===== src/rtl/mem_stage_pkg.sv =====
// mem_stage_pkg: shared types and constants for the memory pipeline stage.
//   state_e        - stage FSM states
//   MEM_OP_*       - es_mem_op encodings (2'b11 is reserved and behaves as none)
//   SIZE_*         - es_mem_size encodings
//   EXC_*          - exception codes reported on ms_excode
//   misaligned()   - address-error test for a half or word access
package mem_stage_pkg;

  typedef enum logic [1:0] {
    ST_IDLE   = 2'd0,
    ST_ACCESS = 2'd1,
    ST_WAIT   = 2'd2,
    ST_HOLD   = 2'd3
  } state_e;

  localparam logic [1:0] MEM_OP_NONE  = 2'b00;
  localparam logic [1:0] MEM_OP_LOAD  = 2'b01;
  localparam logic [1:0] MEM_OP_STORE = 2'b10;

  localparam logic [1:0] SIZE_BYTE = 2'b00;
  localparam logic [1:0] SIZE_HALF = 2'b01;
  localparam logic [1:0] SIZE_WORD = 2'b10;

  localparam logic [4:0] EXC_NONE = 5'h00;
  localparam logic [4:0] EXC_ADEL = 5'h04;
  localparam logic [4:0] EXC_ADES = 5'h05;
  localparam logic [4:0] EXC_OV   = 5'h0C;

  function automatic logic misaligned(input logic [1:0] size, input logic [1:0] addr_lo);
    case (size)
      SIZE_HALF: misaligned = addr_lo[0];
      SIZE_WORD: misaligned = (addr_lo != 2'b00);
      default:   misaligned = 1'b0;
    endcase
  endfunction

endpackage


===== src/rtl/mem_stage_load_align.sv =====
// load_align: selects the addressed byte/half of a 32-bit SRAM read word and
// sign- or zero-extends it to 32 bits.
//   rdata_i   - raw SRAM read word
//   addr_lo_i - byte offset of the access within the word
//   size_i    - access size (SIZE_BYTE / SIZE_HALF / SIZE_WORD)
//   sign_i    - 1 sign-extends, 0 zero-extends
//   value_o   - extended load value
module load_align
  import mem_stage_pkg::*;
(
  input  logic [31:0] rdata_i,
  input  logic [1:0]  addr_lo_i,
  input  logic [1:0]  size_i,
  input  logic        sign_i,
  output logic [31:0] value_o
);

  logic [7:0]  byte_sel;
  logic [15:0] half_sel;

  always_comb begin
    case (addr_lo_i)
      2'd0:    byte_sel = rdata_i[7:0];
      2'd1:    byte_sel = rdata_i[15:8];
      2'd2:    byte_sel = rdata_i[23:16];
      default: byte_sel = rdata_i[31:24];
    endcase
    half_sel = addr_lo_i[1] ? rdata_i[31:16] : rdata_i[15:0];

    case (size_i)
      SIZE_BYTE: value_o = {{24{sign_i & byte_sel[7]}}, byte_sel};
      SIZE_HALF: value_o = {{16{sign_i & half_sel[15]}}, half_sel};
      default:   value_o = rdata_i;
    endcase
  end

endmodule


===== src/rtl/mem_stage.sv =====
// mem_stage: pipeline stage after the execute-stage ALU. Registers the ALU
// result and memory attributes, raises Ov/AdEL/AdES, drives the data SRAM,
// aligns load data and hands one result per instruction to write-back.
//   clk, reset                    - clock, async active-high reset
//   es_to_ms_valid / ms_allowin   - handshake from execute stage
//   es_*                          - instruction fields from execute stage
//   data_sram_*                   - SRAM request (read data one cycle after en)
//   ws_allowin / ms_to_ws_valid   - handshake to write-back
//   ms_*                          - result, destination and exception info
//   flush                         - synchronous pipeline flush
module mem_stage
  import mem_stage_pkg::*;
#(
  parameter int unsigned DATA_WIDTH = 32
) (
  input  logic                  clk,
  input  logic                  reset,
  input  logic                  es_to_ms_valid,
  output logic                  ms_allowin,
  input  logic [DATA_WIDTH-1:0] es_alu_result,
  input  logic                  es_overflow,
  input  logic                  es_ov_check,
  input  logic [1:0]            es_mem_op,
  input  logic [1:0]            es_mem_size,
  input  logic                  es_ld_sign,
  input  logic [DATA_WIDTH-1:0] es_st_data,
  input  logic [4:0]            es_dest,
  input  logic                  es_gr_we,
  output logic                  data_sram_en,
  output logic [3:0]            data_sram_wen,
  output logic [DATA_WIDTH-1:0] data_sram_addr,
  output logic [DATA_WIDTH-1:0] data_sram_wdata,
  input  logic [DATA_WIDTH-1:0] data_sram_rdata,
  input  logic                  ws_allowin,
  output logic                  ms_to_ws_valid,
  output logic [DATA_WIDTH-1:0] ms_result,
  output logic [4:0]            ms_dest,
  output logic                  ms_gr_we,
  output logic                  ms_ex,
  output logic [4:0]            ms_excode,
  output logic [DATA_WIDTH-1:0] ms_badvaddr,
  input  logic                  flush
);

  state_e                state_q, state_d;
  logic [DATA_WIDTH-1:0] result_q, result_d;
  logic [DATA_WIDTH-1:0] addr_q, st_data_q, badvaddr_q;
  logic [1:0]            size_q;
  logic                  is_load_q, sign_q, gr_we_q, ex_q;
  logic [4:0]            dest_q, excode_q;

  logic                  accept, is_load_in, is_mem_in, ov_ex, ad_ex, ex_in;
  logic [4:0]            excode_in;
  logic [DATA_WIDTH-1:0] badv_in, load_value;
  state_e                accept_state;
  logic [3:0]            strobe;

  // Accept decode: Ov outranks address errors.
  always_comb begin
    is_load_in   = (es_mem_op == MEM_OP_LOAD);
    is_mem_in    = is_load_in | (es_mem_op == MEM_OP_STORE);
    ov_ex        = es_ov_check & es_overflow;
    ad_ex        = is_mem_in & misaligned(es_mem_size, es_alu_result[1:0]);
    ex_in        = ov_ex | ad_ex;
    excode_in    = ov_ex ? EXC_OV : (ad_ex ? (is_load_in ? EXC_ADEL : EXC_ADES) : EXC_NONE);
    badv_in      = (!ov_ex && ad_ex) ? es_alu_result : '0;
    accept_state = (ex_in || !is_mem_in) ? ST_HOLD : ST_ACCESS;
  end

  assign ms_allowin = (state_q == ST_IDLE) | ((state_q == ST_HOLD) & ws_allowin);
  assign accept     = es_to_ms_valid & ms_allowin & ~flush;

  load_align u_load_align (
    .rdata_i   (data_sram_rdata),
    .addr_lo_i (addr_q[1:0]),
    .size_i    (size_q),
    .sign_i    (sign_q),
    .value_o   (load_value)
  );

  always_comb begin
    state_d  = state_q;
    result_d = result_q;
    case (state_q)
      ST_IDLE:   if (accept) state_d = accept_state;
      ST_ACCESS: state_d = is_load_q ? ST_WAIT : ST_HOLD;
      ST_WAIT: begin
        state_d  = ST_HOLD;
        result_d = load_value;
      end
      default:   if (ws_allowin) state_d = accept ? accept_state : ST_IDLE;
    endcase
    if (accept) result_d = es_alu_result;
    if (flush)  state_d  = ST_IDLE;
  end

  always_ff @(posedge clk or posedge reset) begin
    if (reset) begin
      state_q    <= ST_IDLE;
      result_q   <= '0;
      addr_q     <= '0;
      st_data_q  <= '0;
      badvaddr_q <= '0;
      size_q     <= '0;
      is_load_q  <= 1'b0;
      sign_q     <= 1'b0;
      gr_we_q    <= 1'b0;
      ex_q       <= 1'b0;
      dest_q     <= '0;
      excode_q   <= '0;
    end else begin
      state_q  <= state_d;
      result_q <= result_d;
      if (accept) begin
        addr_q     <= es_alu_result;
        st_data_q  <= es_st_data;
        badvaddr_q <= badv_in;
        size_q     <= es_mem_size;
        is_load_q  <= is_load_in;
        sign_q     <= es_ld_sign;
        gr_we_q    <= es_gr_we & ~ex_in;
        ex_q       <= ex_in;
        dest_q     <= es_dest;
        excode_q   <= excode_in;
      end
    end
  end

  // SRAM request is combinational from registered state so reset drops it at once.
  always_comb begin
    case (size_q)
      SIZE_BYTE: strobe = 4'b0001 << addr_q[1:0];
      SIZE_HALF: strobe = addr_q[1] ? 4'b1100 : 4'b0011;
      default:   strobe = 4'b1111;
    endcase
    case (size_q)
      SIZE_BYTE: data_sram_wdata = {4{st_data_q[7:0]}};
      SIZE_HALF: data_sram_wdata = {2{st_data_q[15:0]}};
      default:   data_sram_wdata = st_data_q;
    endcase
  end

  assign data_sram_en   = (state_q == ST_ACCESS) & ~flush;
  assign data_sram_wen  = (data_sram_en & ~is_load_q) ? strobe : 4'b0000;
  assign data_sram_addr = {addr_q[DATA_WIDTH-1:2], 2'b00};

  assign ms_to_ws_valid = (state_q == ST_HOLD);
  assign ms_result      = result_q;
  assign ms_dest        = dest_q;
  assign ms_gr_we       = gr_we_q;
  assign ms_ex          = ex_q;
  assign ms_excode      = excode_q;
  assign ms_badvaddr    = badvaddr_q;

endmodule

===== config.mk =====
export PLATFORM = sky130hd
export DESIGN_NAME = mem_stage
export DESIGN_NICKNAME = d
export VERILOG_FILES = /design/src/rtl/mem_stage_pkg.sv /design/src/rtl/mem_stage_load_align.sv /design/src/rtl/mem_stage.sv
export SDC_FILE = /design/constraint.sdc
export NUM_CORES = 1
export LEC_CHECK = 0
export BUFFER_PORTS_ARGS = -buffer_cell sky130_fd_sc_hd__buf_4
export CAP_MARGIN = 20
export CELL_PAD_IN_SITES_DETAIL_PLACEMENT = 0
export CELL_PAD_IN_SITES_GLOBAL_PLACEMENT = 1
export CORE_MARGIN = 4
export CORE_UTILIZATION = 36
export DETAILED_ROUTE_END_ITERATION = 10
export GPL_ROUTABILITY_DRIVEN = 0
export PLACE_DENSITY = 0.78
export SLEW_MARGIN = 30
export SYNTH_ARGS = -nofsm -noshare
export SYNTH_HDL_FRONTEND = slang
export SYNTH_SLANG_ARGS = --single-unit

===== constraint.sdc =====
create_clock -name clk -period 4.8 [get_ports clk]
set_input_delay 0.48 -clock clk [delete_from_list [all_inputs] [get_ports clk]]
set_output_delay 0.48 -clock clk [all_outputs]
set_load 0.05 [all_outputs]

==> results of run 1 <==
## cell type report
class,instances,area [sq um],area share
sequential,143,3580,0.379
multi-input combinational,546,2930,0.310
timing repair buffer,262,2000,0.211
clock buffer,18,439,0.0464
tap,260,325,0.0344
clock inverter,13,116,0.0123
inverter,17,68.8,0.00728
## through the flow
| stage | setup WS [ns] | cell area, sq um |
|---|---|---|
| global route | 1.47 | 9460 |
| finish | 1.72 | 9460 |
| global placement | 1.80 | 8870 |
| floorplan | 0.482 | 7080 |
| detailed placement | 1.73 | 8900 |
| CTS | 1.71 | 9450 |
## worst paths after layout
kind,to,depth (start not counted)
worst max-delay path,ms_result[26],7
worst min-delay path,ms_gr_we,2
worst max register to register,ms_result[26],7
worst min register to register,st_data_q[23],2
max in group asynchronous,ms_badvaddr[7],3
min in group clk,st_data_q[5],3
## kinds of logic (layout without fill, tap and decap cells)
family | Yosys count | count (layout) | share of synthesized area
AOI/OAI and AO/OA | 126 | 126 | 0.118
adders and majority gates | 8 | 8 | 0.0142
buffers and inverters | 110 | 310 | 0.0833
DFF | 143 | 143 | 0.506
muxes | 33 | 33 | 0.0602
other | 1 | 4 | 0.000530
and+or+nand+nor | 375 | 375 | 0.218
## sequential cells by signal (all words and copies together) (netlist names)
register	flops
addr_q	32
is_load_q	1
ms_badvaddr	32
ms_dest	5
ms_excode	3
ms_gr_we	1
ms_result	32
sign_q	1
size_q	2
st_data_q	32
state_q	2
## power breakdown
part	total (W)	internal, W	switching [W]
clock network	0.00125	0.000725	0.000527
registers	0.00209	0.00168	0.000411
logic	0.00434	0.00135	0.00300
## cells in the final DEF, fill, tap and decap left out, drive strengths merged, types with 8 or more instances in the layout
cell / n
nand2: 305
buf: 262
dfrtp: 143
o21ai: 64
o211ai: 23
nor2b: 22
nor2: 21
inv: 19
clkbuf: 18
mux2: 16
a31oi: 16
mux2i: 11
nand3: 9
a221o: 8
ha: 8
## metal layers
layer / up-vias / global-route usage / part of all wire
li1: 2964 / - / -
met1: 2852 / 0.269 / 0.44
met2: 170 / 0.307 / 0.47
met3: 20 / 0.0548 / 0.065
met4: 0 / 0.0610 / 0.018
met5: - / 0 / 0
==> run summary, run 1 <==
TNS Setup -> 0 ns
Mapped Cells -> 796
Status -> complete, no violations
Fin crit share -> 0.641
Die width -> 148 um
Crit end category -> register
Max VDD drop -> 0.415 mV
Design Power -> 0.00769 W
Clock Skew -> 0.0100 ns
Synth Area per Inst -> 8.88 sq um
Slew headroom -> 0.431
DRT Pass-1 Iters -> 4
Number of port buffers -> 256
Top-count cell post-synth -> nand2_1
Post-synth top area cell -> dfrtp_1
Root Buffer -> clkbuf_16
Post-synth top area share -> 0.506
HP Class -> in2async
Chip height -> 148 um
Yosys warnings -> 0
Worst Setup Start Kind -> register
Io pins -> 261
Count of state elements after synthesis -> 143
Hpwl dp -> 15700 um
CP Buf/Inv Count -> 1
RSZ-0062 raised after global routing -> false
Post-synth ARST share -> 1.00
Crit path required time -> 5.12 ns
Slowest stage cell, crit path -> or4b_1
Number of synthesized flops with an enable pin -> 0
Ys flop type -> dfrtp_1
# DRC -> 0
Rows -> 50
Worst path max stage delay -> 0.88 ns
Fin crit period -> 3.08 ns
Mapped Area -> 7070 sq um
Max Clk Rate -> 0.325 GHz
Critical R2R Launch -> state_q[0]
Number of clock sinks -> 143
Seq/Total Area, Yosys -> 0.506
Worst-path clk slew -> 0.06 ns
Actual slew at the worst max-slew pin -> 0.854 ns
Initial antenna violation count -> 0
R2R Setup Slk -> 1.72 ns
Avg WL per Cell -> 17.3 um
Top cells by count, synth -> nand2_1 (304), dfrtp_1 (143), o21ai_0 (63)
Gr usage total -> 0.197
Total CTS buffers -> 17
Max_cap viols -> 0
Vias in the first global route -> 5884
Top cells by area, synth -> dfrtp_1 (51%), nand2_1 (16%), buf_4 (4.7%), o21ai_0 (4.5%), mux2_2 (2.5%)
Final setup viols -> 0
Critical Path Start -> state_q[0]
Initial drt markers -> 465
H-tree levels -> 4
Initial Util -> 0.372
Post-Route Utilization -> 0.497
Post-cts hold buffer count -> 0
Delay-heaviest family, CP -> simple AND/OR/NAND/NOR gates
Longest Clk Path Bufs -> 2
Final Non-Filler Cells -> 1259
Largest net degree at the start of global routing -> 91
Resize count post-CTS -> 0
Post-Place Cells -> 1228
Core ar. -> 19000 sq um
Pwr dens -> 812 nW/um^2
Gr ovfl total -> 0
Cell variety after synth -> 39
Post-CTS setup buffer count -> 0
CP Data Arrival Time -> 3.40 ns
Vias/cell -> 4.77
Layout net count -> 1109
Slew Limit Fails -> 0
Crit path max fanout -> 62
Leak Pwr -> 4.85 nW
# fillers -> 1896
Fin. Hold Viols -> 0
First-pass GRT wire length -> 33800 um
Final ANT Viol Nets -> 0
Area growth from synthesis to layout -> 33.8%
Die Area -> 21900 sq um
Smallest hold slack -> 0.134 ns
Layout cell share with drive strength beyond 1 -> 0.336
CTS tree -> yes
Antenna Cells -> 0
Total Routed Length -> 21800 um
CP Cell Sequence -> inv_1, ha_1, a21oi_2, or3b_4, nand2_4, or4b_1, o211ai_1
Worst-Skew Late Latency -> 0.41 ns
Crit path kind -> reg2reg
Routed vias -> 6006
Note: power is estimated with default switching activity, not from simulation.
==> inputs of run 2 (changes only) <==
--- a/config.mk
+++ b/config.mk
@@ -10,10 +10,10 @@
 export CELL_PAD_IN_SITES_DETAIL_PLACEMENT = 0
 export CELL_PAD_IN_SITES_GLOBAL_PLACEMENT = 1
 export CORE_MARGIN = 4
-export CORE_UTILIZATION = 36
+export CORE_UTILIZATION = 33
 export DETAILED_ROUTE_END_ITERATION = 10
 export GPL_ROUTABILITY_DRIVEN = 0
-export PLACE_DENSITY = 0.78
+export PLACE_DENSITY = 0.75
 export SLEW_MARGIN = 30
 export SYNTH_ARGS = -nofsm -noshare
 export SYNTH_HDL_FRONTEND = slang
==> constraint.sdc (replaced) <==
create_clock -name clk -period 2.78 [get_ports clk]
set_input_delay 0.278 -clock clk [delete_from_list [all_inputs] [get_ports clk]]
set_output_delay 0.278 -clock clk [all_outputs]
set_load 0.05 [all_outputs]
==> run 2 against run 1 <==
Against the previous run:
- register-to-register slack got worse by 1.4 ns
- clock-buffer cell count fell by 1
- design area rose by 2.3%
- sequential power rose by 69%
- power rose by 79%
- critical endpoint unchanged
- highest routed layer unchanged
==> run summary, run 2 (synthesized netlist as in run 1, its figures left out) <==
Worst-path clk slew -> 0.06 ns (about the same)
Most common cell after layout, fill and taps aside -> nand2_1
Gr ovfl total -> 0 (unchanged)
Antenna Cells -> 0 (unchanged)
CTS tree -> yes
Final ANT Viol Nets -> 0 (unchanged)
Vias in the first global route -> 6052 (+2.9%)
Leak Pwr -> 4.97 nW (+2.3%)
DP Worst Slack -> 0.337 ns (-1.39 ns)
Routed vias -> 6071 (+1.1%)
Worst-Skew Late Latency -> 0.42 ns (about the same)
Die width -> 154 um (+4.2%)
Area growth from synthesis to layout -> 36.8%
RSZ-0062 raised after global routing -> false
CP Data Arrival Time -> 2.78 ns (-0.62 ns)
Worst setup endpoint -> ms_result[26]
# DRC -> 0 (unchanged)
R2R Setup Slk -> 0.33 ns (-1.39 ns)
Fin crit period -> 2.45 ns (-0.628 ns)
Crit path max fanout -> 28 (-55%)
Final setup viols -> 0 (unchanged)
HP Class -> in2reg
Initial Util -> 0.336 (-0.0354)
TNS Setup -> 0 ns (unchanged)
Slew Limit Fails -> 0 (unchanged)
Max Clk Rate -> 0.408 GHz (+26%)
Fin. Hold Viols -> 0 (unchanged)
Post-Place Cells -> 1255 (+2.2%)
Longest Clk Path Bufs -> 2 (unchanged)
Initial drt markers -> 387 (-17%)
Worst r2r dst -> ms_result[26]
Avg WL per Cell -> 17.8 um (+2.7%)
Hpwl dp -> 16900 um (+7.4%)
Layout net count -> 1122 (+1.2%)
CP Buf/Inv Count -> 2 (+1)
Critical R2R Launch -> state_q[0]
Root Buffer -> clkbuf_16
Cells on worst reg2reg path -> 8 (+1)
Total Routed Length -> 22900 um (+5.0%)
Max VDD drop -> 0.651 mV (+57%)
Worst Setup Start Kind -> register
Layout cell share with drive strength beyond 1 -> 0.341 (+0.00457)
Io pins -> 261 (unchanged)
Gr usage total -> 0.190 (-0.00725)
Initial antenna violation count -> 0 (unchanged)
DRT Pass-1 Iters -> 5 (+1)
Status -> complete, no violations
Critical Path Start -> state_q[0]
Total CTS buffers -> 17 (unchanged)
Pwr dens -> 1420 nW/um^2 (+75%)
Crit path required time -> 3.11 ns (-2.01 ns)
CP Cell Sequence -> inv_1, ha_1, a21oi_2, or3b_4, nand2_4, or4b_1, buf_4, o211ai_1
CP Depth -> 8 (+1)
Delay-heaviest family, CP -> simple AND/OR/NAND/NOR gates
Fin worst setup slack -> 0.331 ns (-1.39 ns)
Worst path max stage delay -> 0.49 ns (-0.39 ns)
H-tree levels -> 4 (unchanged)
Vias/cell -> 4.72 (-1.1%)
Slowest stage cell, crit path -> or4b_1
Max_cap viols -> 0 (unchanged)
Number of port buffers -> 256 (unchanged)
Largest net degree at the start of global routing -> 99 (+8.8%)
Actual slew at the worst max-slew pin -> 0.701 ns (-0.153 ns)
Hold path cells -> 3
Fin crit share -> 0.881 (+0.240)
Crit end category -> register
Worst hold start -> es_dest[3]
Slew headroom -> 0.532 (+0.101)
Number of clock sinks -> 143 (unchanged)
Core ar. -> 21000 sq um (+11%)
Die Area -> 23800 sq um (+8.6%)
Commonest cells after routing, fill and taps aside -> nand2_1 (304), buf_4 (269), dfrtp_1 (142), o21ai_0 (63), nor2b_1 (22)
Clock Skew -> 0.00818 ns (-0.00184 ns)
Post-CTS setup buffer count -> 0 (unchanged)
Final Non-Filler Cells -> 1287 (+2.2%)
First-pass GRT wire length -> 35600 um (+5.1%)
Crit path kind -> reg2reg
Chip height -> 154 um (+4.2%)
Rows -> 53 (+6.0%)
[run 2: final cells by class]
class,count,area [sq um]
sequential,143,3580
clock inverter,14,203
clock buffer,17,425
inverter,17,67.6
fill,2111,11300
multi-input combinational,546,2930
timing repair buffer,275,2130
tap,275,344
[run 2: where the power goes]
group / internal (W) / switching (W) / total [W]
registers: 0.00290 / 0.000629 / 0.00353
clock network: 0.00152 / 0.000965 / 0.00248
logic: 0.00241 / 0.00534 / 0.00774
total: 0.00683 / 0.00693 / 0.0138
[run 2: what timing repair did]
action,in CTS,in global routing
gates resized for setup,0,0
endpoints found under the hold margin,23,0
hold buffers,1,0
[run 2: routing by layer]
metal	part of all wire	track usage	vias up
met3	0.061	0.0495	25
met4	0.019	0.0555	0
li1	-	-	2984
met5	0	0	-
met2	0.49	0.304	174
met1	0.43	0.255	2888
[run 2: worst reg2reg max path: stages, from the launching register on]
cell and delay, ns:
dfrtp_1 0.42, inv_1 0.09, ha_1 0.26, a21oi_2 0.19, or3b_4 0.41, nand2_4 0.15, or4b_1 0.49, buf_4 0.23
o211ai_1 0.11
[run 2: worst min path at each step]
stage	end	slack, ns
5_1_grt	st_data_q[3]	0.03
3_5_place_dp	st_data_q[28]	0.44
6_report	ms_dest[3]	0.04
2_1_floorplan	state_q[0]	0.34
3_3_place_gp	st_data_q[28]	0.43
4_1_cts	ms_dest[3]	0.02
[run 2: stage by stage]
| step | util | hold WS [ns] | total power, W | area (sq um) |
|---|---|---|---|---|
| global route | 0.460 | 0.0345 | 0.0145 | 9670 |
| global placement | 0.430 | 0.435 | 0.0113 | 9040 |
| CTS | 0.460 | 0.0210 | 0.0139 | 9670 |
| detailed placement | 0.430 | 0.437 | 0.0114 | 9040 |
| finish | 0.460 | 0.0443 | 0.0138 | 9670 |
| floorplan | - | 0.344 | 0.00929 | 7090 |
==> inputs of run 3 (changes only) <==
--- a/config.mk
+++ b/config.mk
@@ -10,10 +10,10 @@
 export CELL_PAD_IN_SITES_DETAIL_PLACEMENT = 0
 export CELL_PAD_IN_SITES_GLOBAL_PLACEMENT = 1
 export CORE_MARGIN = 4
-export CORE_UTILIZATION = 33
+export CORE_UTILIZATION = 39
 export DETAILED_ROUTE_END_ITERATION = 10
 export GPL_ROUTABILITY_DRIVEN = 0
-export PLACE_DENSITY = 0.75
+export PLACE_DENSITY = 0.84
 export SLEW_MARGIN = 30
 export SYNTH_ARGS = -nofsm -noshare
 export SYNTH_HDL_FRONTEND = slang
==> constraint.sdc (replaced) <==
create_clock -name clk -period 3 [get_ports clk]
set_input_delay 0.3 -clock clk [delete_from_list [all_inputs] [get_ports clk]]
set_output_delay 0.3 -clock clk [all_outputs]
set_load 0.05 [all_outputs]
==> run 3 against run 2 <==
Against the previous run:
- sequential power fell by 7.6%
- clock-buffer cell count rose by 2
- register-to-register slack improved by 0.22 ns
- worst setup slack improved by 0.070 ns
- worst hold slack got worse by 0.026 ns
==> run summary, run 3 (synthesized netlist as in run 1, its figures left out) <==
Total CTS buffers -> 17 (unchanged)
Fin area -> 9480 sq um (-2.0%)
Slew Limit Fails -> 0 (unchanged)
Gr usage total -> 0.209 (+0.0189)
Worst path max stage delay -> 0.66 ns (+0.17 ns)
Avg WL per Cell -> 17.3 um (-2.5%)
Actual slew at the worst max-slew pin -> 0.886 ns (+0.186 ns)
CTS tree -> yes
Fin. Hold Viols -> 0 (unchanged)
Final setup viols -> 0 (unchanged)
Part of the power in registers -> 0.261 (+0.004)
Max VDD drop -> 0.717 mV (+10%)
Die Area -> 20400 sq um (-15%)
Worst-path clk slew -> 0.06 ns (about the same)
Fin crit period -> 2.60 ns
Total Routed Length -> 21300 um (-7.0%)
Crit path required time -> 2.70 ns (-0.41 ns)
Clock Skew -> 0.0106 ns (+0.00244 ns)
TNS Setup -> 0 ns (unchanged)
Crit path kind -> reg2out
Post-Route Utilization -> 0.541 (+0.0803)
Post-cts hold buffer count -> 0 (-1)
Smallest hold slack -> 0.0179 ns (-0.0264 ns)
Pint -> 0.00621 W (-9.1%)
Number of clock sinks -> 143 (unchanged)
Worst-Skew Late Latency -> 0.42 ns (about the same)
First-pass GRT wire length -> 33000 um (-7.2%)
Layout net count -> 1113 (-0.80%)
Power share of the clock group -> 0.173 (-0.008)
Post-CTS setup buffer count -> 0 (unchanged)
HP Class -> in2async
Psw -> 0.00628 W (-9.4%)
Chip height -> 143 um (-7.6%)
Antenna Cells -> 0 (unchanged)
Io pins -> 261 (unchanged)
CP Data Arrival Time -> 2.30 ns (-0.48 ns)
Crit end category -> output pin
Layout cell share with drive strength beyond 1 -> 0.336 (-0.00492)
Most common cell after layout, fill and taps aside -> nand2_1
Crit path max fanout -> 29 (+3.6%)
Commonest cells after routing, fill and taps aside -> nand2_1 (303), buf_4 (264), dfrtp_1 (142), o21ai_0 (63), nor2b_1 (22)
Final ANT Viol Nets -> 0 (unchanged)
Hpwl dp -> 15500 um (-8.0%)
Slowest stage cell, crit path -> nor2_1
Number of port buffers -> 256 (unchanged)
# fillers -> 1643 (-22%)
Routed vias -> 6025 (-0.76%)
Rows -> 48 (-9.4%)
Slew headroom -> 0.409 (-0.123)
Max Clk Rate -> 0.385 GHz
CP Cell Sequence -> nor2_1, mux2_2, buf_4
DRT Pass-1 Iters -> 5 (unchanged)
Initial drt markers -> 369 (-4.7%)
H-tree levels -> 4 (unchanged)
Max_cap viols -> 0 (unchanged)
Area growth from synthesis to layout -> 34.0%
Core ar. -> 17500 sq um (-17%)
Vias/cell -> 4.91 (+4.0%)
Switching Fraction -> 0.503 (-0.000978)
Resize count post-CTS -> 0 (unchanged)
Vias in the first global route -> 5818 (-3.9%)
Fin crit share -> 0.866
Leak Pwr -> 4.90 nW (-1.4%)
DP Area -> 8880 sq um (-1.8%)
Worst Setup Start Kind -> register
Initial Util -> 0.403 (+0.0668)
Gr ovfl total -> 0 (unchanged)
Root Buffer -> clkbuf_16
Pwr dens -> 1320 nW/um^2 (-7.4%)
RSZ-0062 raised after global routing -> false
Comb power frac -> 0.565 (+0.002)
# DRC -> 0 (unchanged)
Initial antenna violation count -> 0 (unchanged)
Longest Clk Path Bufs -> 2 (unchanged)
Status -> complete, no violations
Largest net degree at the start of global routing -> 144 (+45%)
Post-Place Cells -> 1197 (-4.6%)
Final Non-Filler Cells -> 1228 (-4.6%)
Die width -> 143 um (-7.6%)
==> run 3: layout make-up <==
type / count / area, sq um / area share
Clock buffer: 19 / 443 / 0.0467
Clock inverter: 12 / 158 / 0.0166
Inverter: 17 / 67.6 / 0.00713
Multi-Input combinational cell: 546 / 2930 / 0.309
Sequential cell: 143 / 3580 / 0.378
Tap cell: 225 / 282 / 0.0297
Timing Repair Buffer: 266 / 2020 / 0.213
==> run 3: critical path, delay by kind of cell (launching register included) <==
kind	cells	cell delay, ns
buffers and inverters	1	0.19
DFF	1	0.60
muxes	1	0.43
and+or+nand+nor	1	0.66
==> run 3: per-stage QoR <==
step | power (W) | worst slack [ns]
floorplan | 0.00861 | 0.365
global route | 0.0132 | 0.261
detailed placement | 0.0104 | 0.567
global placement | 0.0103 | 0.647
finish | 0.0125 | 0.401
CTS | 0.0126 | 0.342
==> run 3: per-layer routing <==
| metal | GRT usage | share of wire | vias up |
|---|---|---|---|
| met2 | 0.321 | 0.48 | 185 |
| li1 | - | - | 2974 |
| met4 | 0.0930 | 0.033 | 0 |
| met5 | 0 | 0 | - |
| met1 | 0.277 | 0.43 | 2826 |
| met3 | 0.0569 | 0.063 | 40 |
==> run 3: path summary, 6_finish.rpt <==
kind	start	endpoint	slack, ns	depth (start not counted)
min reg2reg	st_data_q[22]	st_data_q[22]	0.47	2
max in group asynchronous	reset	sign_q	2.25	3
min in group clk	es_st_data[0]	st_data_q[0]	0.07	3
max reg2reg	state_q[0]	ms_result[27]	0.55	7
min	reset	ms_gr_we	0.02	3
max	size_q[1]	data_sram_wdata[15]	0.40	3
==> run 3: power by group through the flow <==
stage | combinational (W) | sequential [W] | clock, W
after floorplan | 0.00451 | 0.00410 | 0
after global placement | 0.00706 | 0.00327 | 0
after detailed placement | 0.00711 | 0.00328 | 0
after CTS | 0.00712 | 0.00327 | 0.00221
after global routing | 0.00751 | 0.00338 | 0.00231
final | 0.00706 | 0.00326 | 0.00216
